**src/rtl/multicycle_ctrl.sv**
```systemverilog
// Multicycle RISC-V control FSM: fetch/decode/execute sequencing, memory handshake, trap on unknown opcode.
// Optional retired-instruction counter enabled by defining MULTICYCLE_CTRL_PERF_EN.
module multicycle_ctrl #(
    parameter int CNT_W = 32
) (
    input  logic             clk,
    input  logic             rst,
    input  logic [6:0]       op,
    input  logic [2:0]       funct3,
    input  logic             funct7b5,
    input  logic             zero,
    input  logic             mem_ready,
    output logic             mem_req,
    output logic             mem_write,
    output logic             adr_src,
    output logic             ir_write,
    output logic             pc_write,
    output logic             reg_write,
    output logic [1:0]       alu_src_a,
    output logic [1:0]       alu_src_b,
    output logic [2:0]       alu_control,
    output logic [1:0]       result_src,
    output logic [1:0]       imm_src,
    output logic [3:0]       state,
    output logic             illegal,
    output logic [CNT_W-1:0] retired
);

    typedef enum logic [3:0] {
        FETCH    = 4'd0,
        DECODE   = 4'd1,
        MEMADR   = 4'd2,
        MEMREAD  = 4'd3,
        MEMWB    = 4'd4,
        MEMWRITE = 4'd5,
        EXECR    = 4'd6,
        ALUWB    = 4'd7,
        EXECI    = 4'd8,
        JAL      = 4'd9,
        BEQ      = 4'd10,
        TRAP     = 4'd15
    } state_t;

    state_t     st_q, st_d;
    logic [2:0] alu_dec;

    always_ff @(posedge clk or posedge rst) begin
        if (rst) st_q <= FETCH;
        else     st_q <= st_d;
    end

    assign state = st_q;

    // sub only for R-type (op[5]) with funct7b5; I-type addi never subtracts
    always_comb begin
        alu_dec = 3'b000;
        case (funct3)
            3'b000:  alu_dec = (op[5] && funct7b5) ? 3'b001 : 3'b000;
            3'b010:  alu_dec = 3'b101;
            3'b110:  alu_dec = 3'b011;
            3'b111:  alu_dec = 3'b010;
            default: alu_dec = 3'b000;
        endcase
    end

    always_comb begin
        st_d        = FETCH;
        mem_req     = 1'b0;
        mem_write   = 1'b0;
        adr_src     = 1'b0;
        ir_write    = 1'b0;
        pc_write    = 1'b0;
        reg_write   = 1'b0;
        alu_src_a   = 2'b00;
        alu_src_b   = 2'b00;
        alu_control = 3'b000;
        result_src  = 2'b00;
        imm_src     = 2'b00;
        illegal     = 1'b0;
        case (st_q)
            FETCH: begin
                mem_req    = 1'b1;
                alu_src_b  = 2'b10;
                result_src = 2'b10;
                // state is forced to FETCH while rst is high; keep its loads quiet
                if (mem_ready) begin
                    ir_write = !rst;
                    pc_write = !rst;
                    st_d     = DECODE;
                end else begin
                    st_d = FETCH;
                end
            end
            DECODE: begin
                alu_src_a = 2'b01;
                alu_src_b = 2'b01;
                imm_src   = 2'b10;
                case (op)
                    7'b0000011, 7'b0100011: st_d = MEMADR;
                    7'b0110011:             st_d = EXECR;
                    7'b0010011:             st_d = EXECI;
                    7'b1100011:             st_d = BEQ;
                    7'b1101111:             st_d = JAL;
                    default:                st_d = TRAP;
                endcase
            end
            MEMADR: begin
                alu_src_a = 2'b10;
                alu_src_b = 2'b01;
                imm_src   = op[5] ? 2'b01 : 2'b00;
                st_d      = op[5] ? MEMWRITE : MEMREAD;
            end
            MEMREAD: begin
                mem_req = 1'b1;
                adr_src = 1'b1;
                st_d    = mem_ready ? MEMWB : MEMREAD;
            end
            MEMWB: begin
                result_src = 2'b01;
                reg_write  = 1'b1;
                st_d       = FETCH;
            end
            MEMWRITE: begin
                mem_req   = 1'b1;
                mem_write = 1'b1;
                adr_src   = 1'b1;
                st_d      = mem_ready ? FETCH : MEMWRITE;
            end
            EXECR: begin
                alu_src_a   = 2'b10;
                alu_control = alu_dec;
                st_d        = ALUWB;
            end
            // immediate ALU ops still take rs1 as operand A
            EXECI: begin
                alu_src_a   = 2'b10;
                alu_src_b   = 2'b01;
                alu_control = alu_dec;
                st_d        = ALUWB;
            end
            ALUWB: begin
                reg_write = 1'b1;
                st_d      = FETCH;
            end
            BEQ: begin
                alu_src_a   = 2'b10;
                alu_control = 3'b001;
                pc_write    = zero;
                st_d        = FETCH;
            end
            JAL: begin
                alu_src_a = 2'b01;
                alu_src_b = 2'b10;
                pc_write  = 1'b1;
                reg_write = 1'b1;
                imm_src   = 2'b11;
                st_d      = FETCH;
            end
            TRAP: begin
                illegal = 1'b1;
                st_d    = TRAP;
            end
            default: st_d = FETCH;
        endcase
    end

`ifdef MULTICYCLE_CTRL_PERF_EN
    logic             retire;
    logic [CNT_W-1:0] ret_q;

    assign retire = (st_d == FETCH) &&
                    (st_q inside {MEMWB, MEMWRITE, ALUWB, BEQ, JAL});

    always_ff @(posedge clk or posedge rst) begin
        if (rst)         ret_q <= '0;
        else if (retire) ret_q <= ret_q + CNT_W'(1);
    end

    assign retired = ret_q;
`else
    assign retired = '0;
`endif

endmodule

```
**config.mk**
```make
export PLATFORM = sky130hd
export DESIGN_NAME = multicycle_ctrl
export DESIGN_NICKNAME = d
export VERILOG_FILES = /design/src/rtl/multicycle_ctrl.sv
export SDC_FILE = /design/constraint.sdc
export NUM_CORES = 1
export LEC_CHECK = 0
export ABC_AREA = 0
export CAP_MARGIN = 20
export CORE_MARGIN = 1.5
export CORE_UTILIZATION = 32
export CTS_CLUSTER_DIAMETER = 40
export DETAILED_ROUTE_END_ITERATION = 7
export HOLD_SLACK_MARGIN = 0.03
export PLACE_DENSITY_LB_ADDON = 0.1
export RECOVER_POWER = 50
export SLEW_MARGIN = 10
export SYNTH_ARGS = -nofsm -noshare
export SYNTH_HDL_FRONTEND = slang
export SYNTH_SLANG_ARGS = --single-unit
```
**constraint.sdc**
```tcl
create_clock -name clk -period 1.9 [get_ports clk]
set_clock_uncertainty 0.15 [all_clocks]
set_input_delay 0.19 -clock clk [delete_from_list [all_inputs] [get_ports clk]]
set_output_delay 0.19 -clock clk [all_outputs]
set_load 0.02 [all_outputs]
```
* After elaboration in Yosys (flattened, before gate mapping)
Index checks and enable logic that the tools add are counted. W data, S select, Z words.
Storage, ports and cells: output and inout port bits 54, input bits 15, word-level logic and storage cells 56, bits in registers 4
Cells by class: multiplexer cells 22, reduce and logical (&&, ||, !) cells 13, equal/unequal tests 20
Operator list (count):
- $pmux W4 S7 | 1
- $pmux W4 S5 | 1
- $eq A4 B3 Y1 const B | 4
- $eq A4 B4 Y1 const B | 4
- $eq A7 B6 Y1 const B | 2
- $eq A7 B7 Y1 const B | 2
- $pmux W2 S2 | 3
- $pmux W3 S4 | 1
- $mux W1 | 10
- $reduce_or A2 Y1 | 5
- $mux W3 | 3
- $reduce_or A3 Y1 | 3
- $eq A4 B2 Y1 const B | 2
- $eq A7 B2 Y1 const B | 1
- $eq A7 B5 Y1 const B | 1
- $eq A3 B3 Y1 const B | 2
- $pmux W2 S3 | 1
- $pmux W3 S2 | 1
- $eq A4 B1 Y1 const B | 1
- $logic_not A4 Y1 | 1
- $reduce_or A4 Y1 | 1
- $eq A3 B2 Y1 const B | 1
- $logic_not A3 Y1 | 1
- $pmux W1 S3 | 1
- other kinds (2) | 2

* Logic depth before layout (Yosys ltp)
Gate-level depths: netlist of run 1.
word-level depth 4, depth in mapped cells 5, mapped depth without buffers 4

* Worst setup path before layout of run 1
OpenSTA, ideal clock, no wires.
path kind register to output, start register st_q[2], in the netlist state[2], end output port pc_write, cell stages (with the launch flop) 5, setup slack -540 ps, data required time 1560 ps, arrival 2100 ps, path buffers 1, path through dfrtp_1 > buf_2 > nor4_1 > and3_1 > o21bai_1
Between the ends: cells in the longest elaborated chain, start to end 2
Ends and longest elaborated chain:
- from (decl) | line 44 | state_t st_q, st_d;
- from (signal assigned) | line 49 | else st_q <= st_d;
- $eq A4 B4 Y1 / $logic_not A4 Y1 (equally long branches) | line 80 | case (st_q)
- $pmux W1 S3 * | line 80
- to (decl) | line 17 | output logic pc_write,
Every way passes the cells marked *; elsewhere a longest branch is shown, timed or not.

* Final worst setup path of run 1
start register st_q[1], in the netlist state[1], end register st_q[2], in the netlist state[2]
Between the ends: cells in the longest elaborated chain, start to end 3
Ends and longest elaborated chain (line):
- $eq A4 B4 Y1 / $eq A4 B3 Y1 (equally long branches) | 80
- $reduce_or A2 Y1 (no line)
- $pmux W4 S7 * | 80
- via st_d[2] | 44
The timed path passes the listed nets; every way through them passes the cells marked *.

==> out/results.tsv, run 1 <==
stage	metric	value	unit
run_status	run_status	complete, no violations	
placed_design	dpl.cell_count	201	
global_routing	grt_pass1_wl	3277	um
final_layout	fillCellCount	272	
floorplanning	die_h	53.99	um
floorplanning	ios	69	
yosys	ys_seq_area_share	12.03	%
sta	setup_viol	0	
sta	fin_crit	1886	ps
floorplanning	chipWidth	53.99	um
placed_design	place_congestion	0.8162	
global_routing	grt_max_degree	16	
global_routing	overflow	0	
floorplanning	die_area	2915	um2
route	via_count	875	
sta	fin_crit_sh	99.24	%
yosys	yosys_most_used_dff	dfrtp_1	
setup_path	r2r_slack	10	ps
global_routing	first_global_vias	754	
yosys	synth_cells	116	
sta	drv_slew	0	
floorplanning	start_util	33.59	%
final_layout	largest_reg_flops	4	
final_layout	multiInputGateArea	609.3	um2
route	dr.pass1.iters	3	
yosys	ys_warn_count	0	
yosys	yosys-top-cells-area	buf_4, dfrtp_1, a21oi_1	
final_layout	diodes	0	
setup_path	cp-end-kind	flip-flop	
placed_design	hpwl	1677	um
setup_path	crit_required	1880	ps
power	cellPowerDensity	1486	nW/um2
final_layout	nNetsFinal	193	
route	ant_nets	0	
yosys	ys_ff_latch	4	
setup_path	ff2ff_path_depth	6	
cts	clk_latency	230	ps
final_layout	final_util	52.93	%
power	power_leakage	0.6461	nW
sta	hold_viol	0	
cts	cts_buffers	3	
sta	max_freq	530.3	MHz
final_layout	syn_to_final_growth	57.59	%
setup_path	arrival	1870	ps
yosys	yosys.area.top_type	buf_4	
cts	cts_max_level	1	
setup_path	crit_path_max_fanout	5	
sta	rsz0062_at_grt	yes	
power	ir_drop	0.7695	mV
placed_design	placed_area	1294	um2
cts	cts_root_buf	clkbuf_4	
yosys	synth-edff-count	0	
floorplanning	coreArea	2477	um2
floorplanning	fp-row-count	18	
route	viasPerCell	4.248	
route	totalWireLength	2041	um
setup_path	r2r_start	state[1]$_DFF_PP0_	
yosys	syn_area	832.0	um2
cts	clockBufferDepth	2	
cts	tritoncts	done	
yosys	synth_cell_type_count	34	
final_layout	final_cell_area	1311	um2
final_layout	layout_common_cells	conb_1, buf_4, clkdlybuf4s50_1	
route	drt_iter0_drc	10	
flow_run	drv_cap	0	
final_layout	seq_area	105.1	um2
setup_path	timing.rr.end	state[2]$_DFF_PP0_	
cts	clk_pin_slew	40	ps
final_layout	fin_cells	206	
global_routing	antenna_found_initial	0	
yosys	yosys.area.top_type_share	28.87	%
final_layout	mostFrequentLayoutCell	conb_1	
setup_path	setup.worst_path.class	flip-flop to flip-flop	
yosys	postSynth.asyncResetShare	100.0	%
cts	hold_buffers	0	
final_layout	drive_gt1_share	32.95	%
route	drc	0	
route	post_drt_wl_per_cell	9.908	um
global_routing	track_usage	15.14	%
yosys	avgSynthCellArea	7.173	um2
worst_hold_path	hp-class	primary input to async pin	
cts	cts_sinks	4	
setup_path	start_kind	flip-flop	
placed_design	io_buffers	36	
==> cells in the mapped netlist (all sizes together) (2+ instances only) <==
master   n
buf     37
a21oi    9
o21ai    7
nor2     6
nand2b   5
nor2b    5
dfrtp    4
inv      4
nor3     4
nand2    3
nor3b    3
o21bai   3
o221ai   3
or3      3
and3     2
nand3b   2
nor4     2
o21a     2
or2      2
==> report_power, final <==
| group | internal (mW) | total, mW | leakage [nW] | switching, mW |
|---|---|---|---|---|
| combinational | 0.791 | 1.63 | 0.587 | 0.837 |
| clock | 0.0705 | 0.103 | 0.0138 | 0.0326 |
| sequential | 0.134 | 0.218 | 0.0451 | 0.0839 |
| total | 0.995 | 1.95 | 0.646 | 0.954 |
==> stage by stage <==
step                      setup TNS [ps]  total power [mW]  setup WS (ps)  hold slack (ps)
after floorplan                   -90.01             1.177         -60.91           -189.0
after global placement             -1681             1.864         -352.1            312.5
after detailed placement           -1662             1.879         -339.7            323.0
after CTS                              0             1.903         0.3347            77.82
after global routing              -67.13             2.118         -67.13            290.7
final                                  0             1.949          14.41            252.1
==> worst max path at each step <==
stage / slack, ps / end / startpoint / cells past startpoint
CTS: 0.3 / ir_write / state[3]$_DFF_PP0_ / 4
global placement: -350 / imm_src[0] / op[5] / 5
global route: -70 / state[2]$_DFF_PP0_ / state[1]$_DFF_PP0_ / 6
finish: 10 / state[2]$_DFF_PP0_ / state[1]$_DFF_PP0_ / 6
detailed placement: -340 / imm_src[0] / op[5] / 5
floorplan: -60 / pc_write / state[2]$_DFF_PP0_ / 4
==> layout make-up <==
type | count | share of cell area, %
multi-input cells | 101 | 46.47
clock buffers | 3 | 1.718
inverters | 4 | 1.145
flip-flops and latches | 4 | 8.015
well taps | 30 | 2.863
repair buffers | 64 | 39.79
==> what timing repair did <==
action	4_1_cts	5_1_grt
pin swaps	1	1
endpoints found under the setup margin	19	13
setup buffers	1	1
resized for setup	47	19
==> cell families after synthesis <==
family / synth area share (%)
buf+inv: 34.89
other cells: 0.4507
flops: 12.03
mux: 1.203
compound gates: 21.95
simple gates: 28.42
xor+xnor: 1.053
==> critical path, cell delays in order (launching register included) <==
cell      delay [ps]
dfrtp_2          430
buf_6            140
buf_6            110
nand2b_4         150
or3_4            350
a41o_1           250
o221ai_2         210
==> routing by layer <==
metal  global-route usage [%]  share of wire, %  vias to the layer above
met2                    25.20                49                       34
met1                    19.21                45                      382
met4                    7.083                 0                        0
met3                    1.944               6.2                        0
li1                         -                 -                      459
met5                        0                 0                        -
(Power assumes the default switching activity.)
==> run 2, diff against run 1 <==
--- a/config.mk
+++ b/config.mk
@@ -11,6 +11,7 @@
 export CORE_UTILIZATION = 32
 export CTS_CLUSTER_DIAMETER = 40
 export DETAILED_ROUTE_END_ITERATION = 7
+export GPL_ROUTABILITY_DRIVEN = 0
 export HOLD_SLACK_MARGIN = 0.03
 export PLACE_DENSITY_LB_ADDON = 0.1
 export RECOVER_POWER = 50
==> results of run 2 <==
Same layout as run 1: the final DEF is identical, and so are final timing and power.
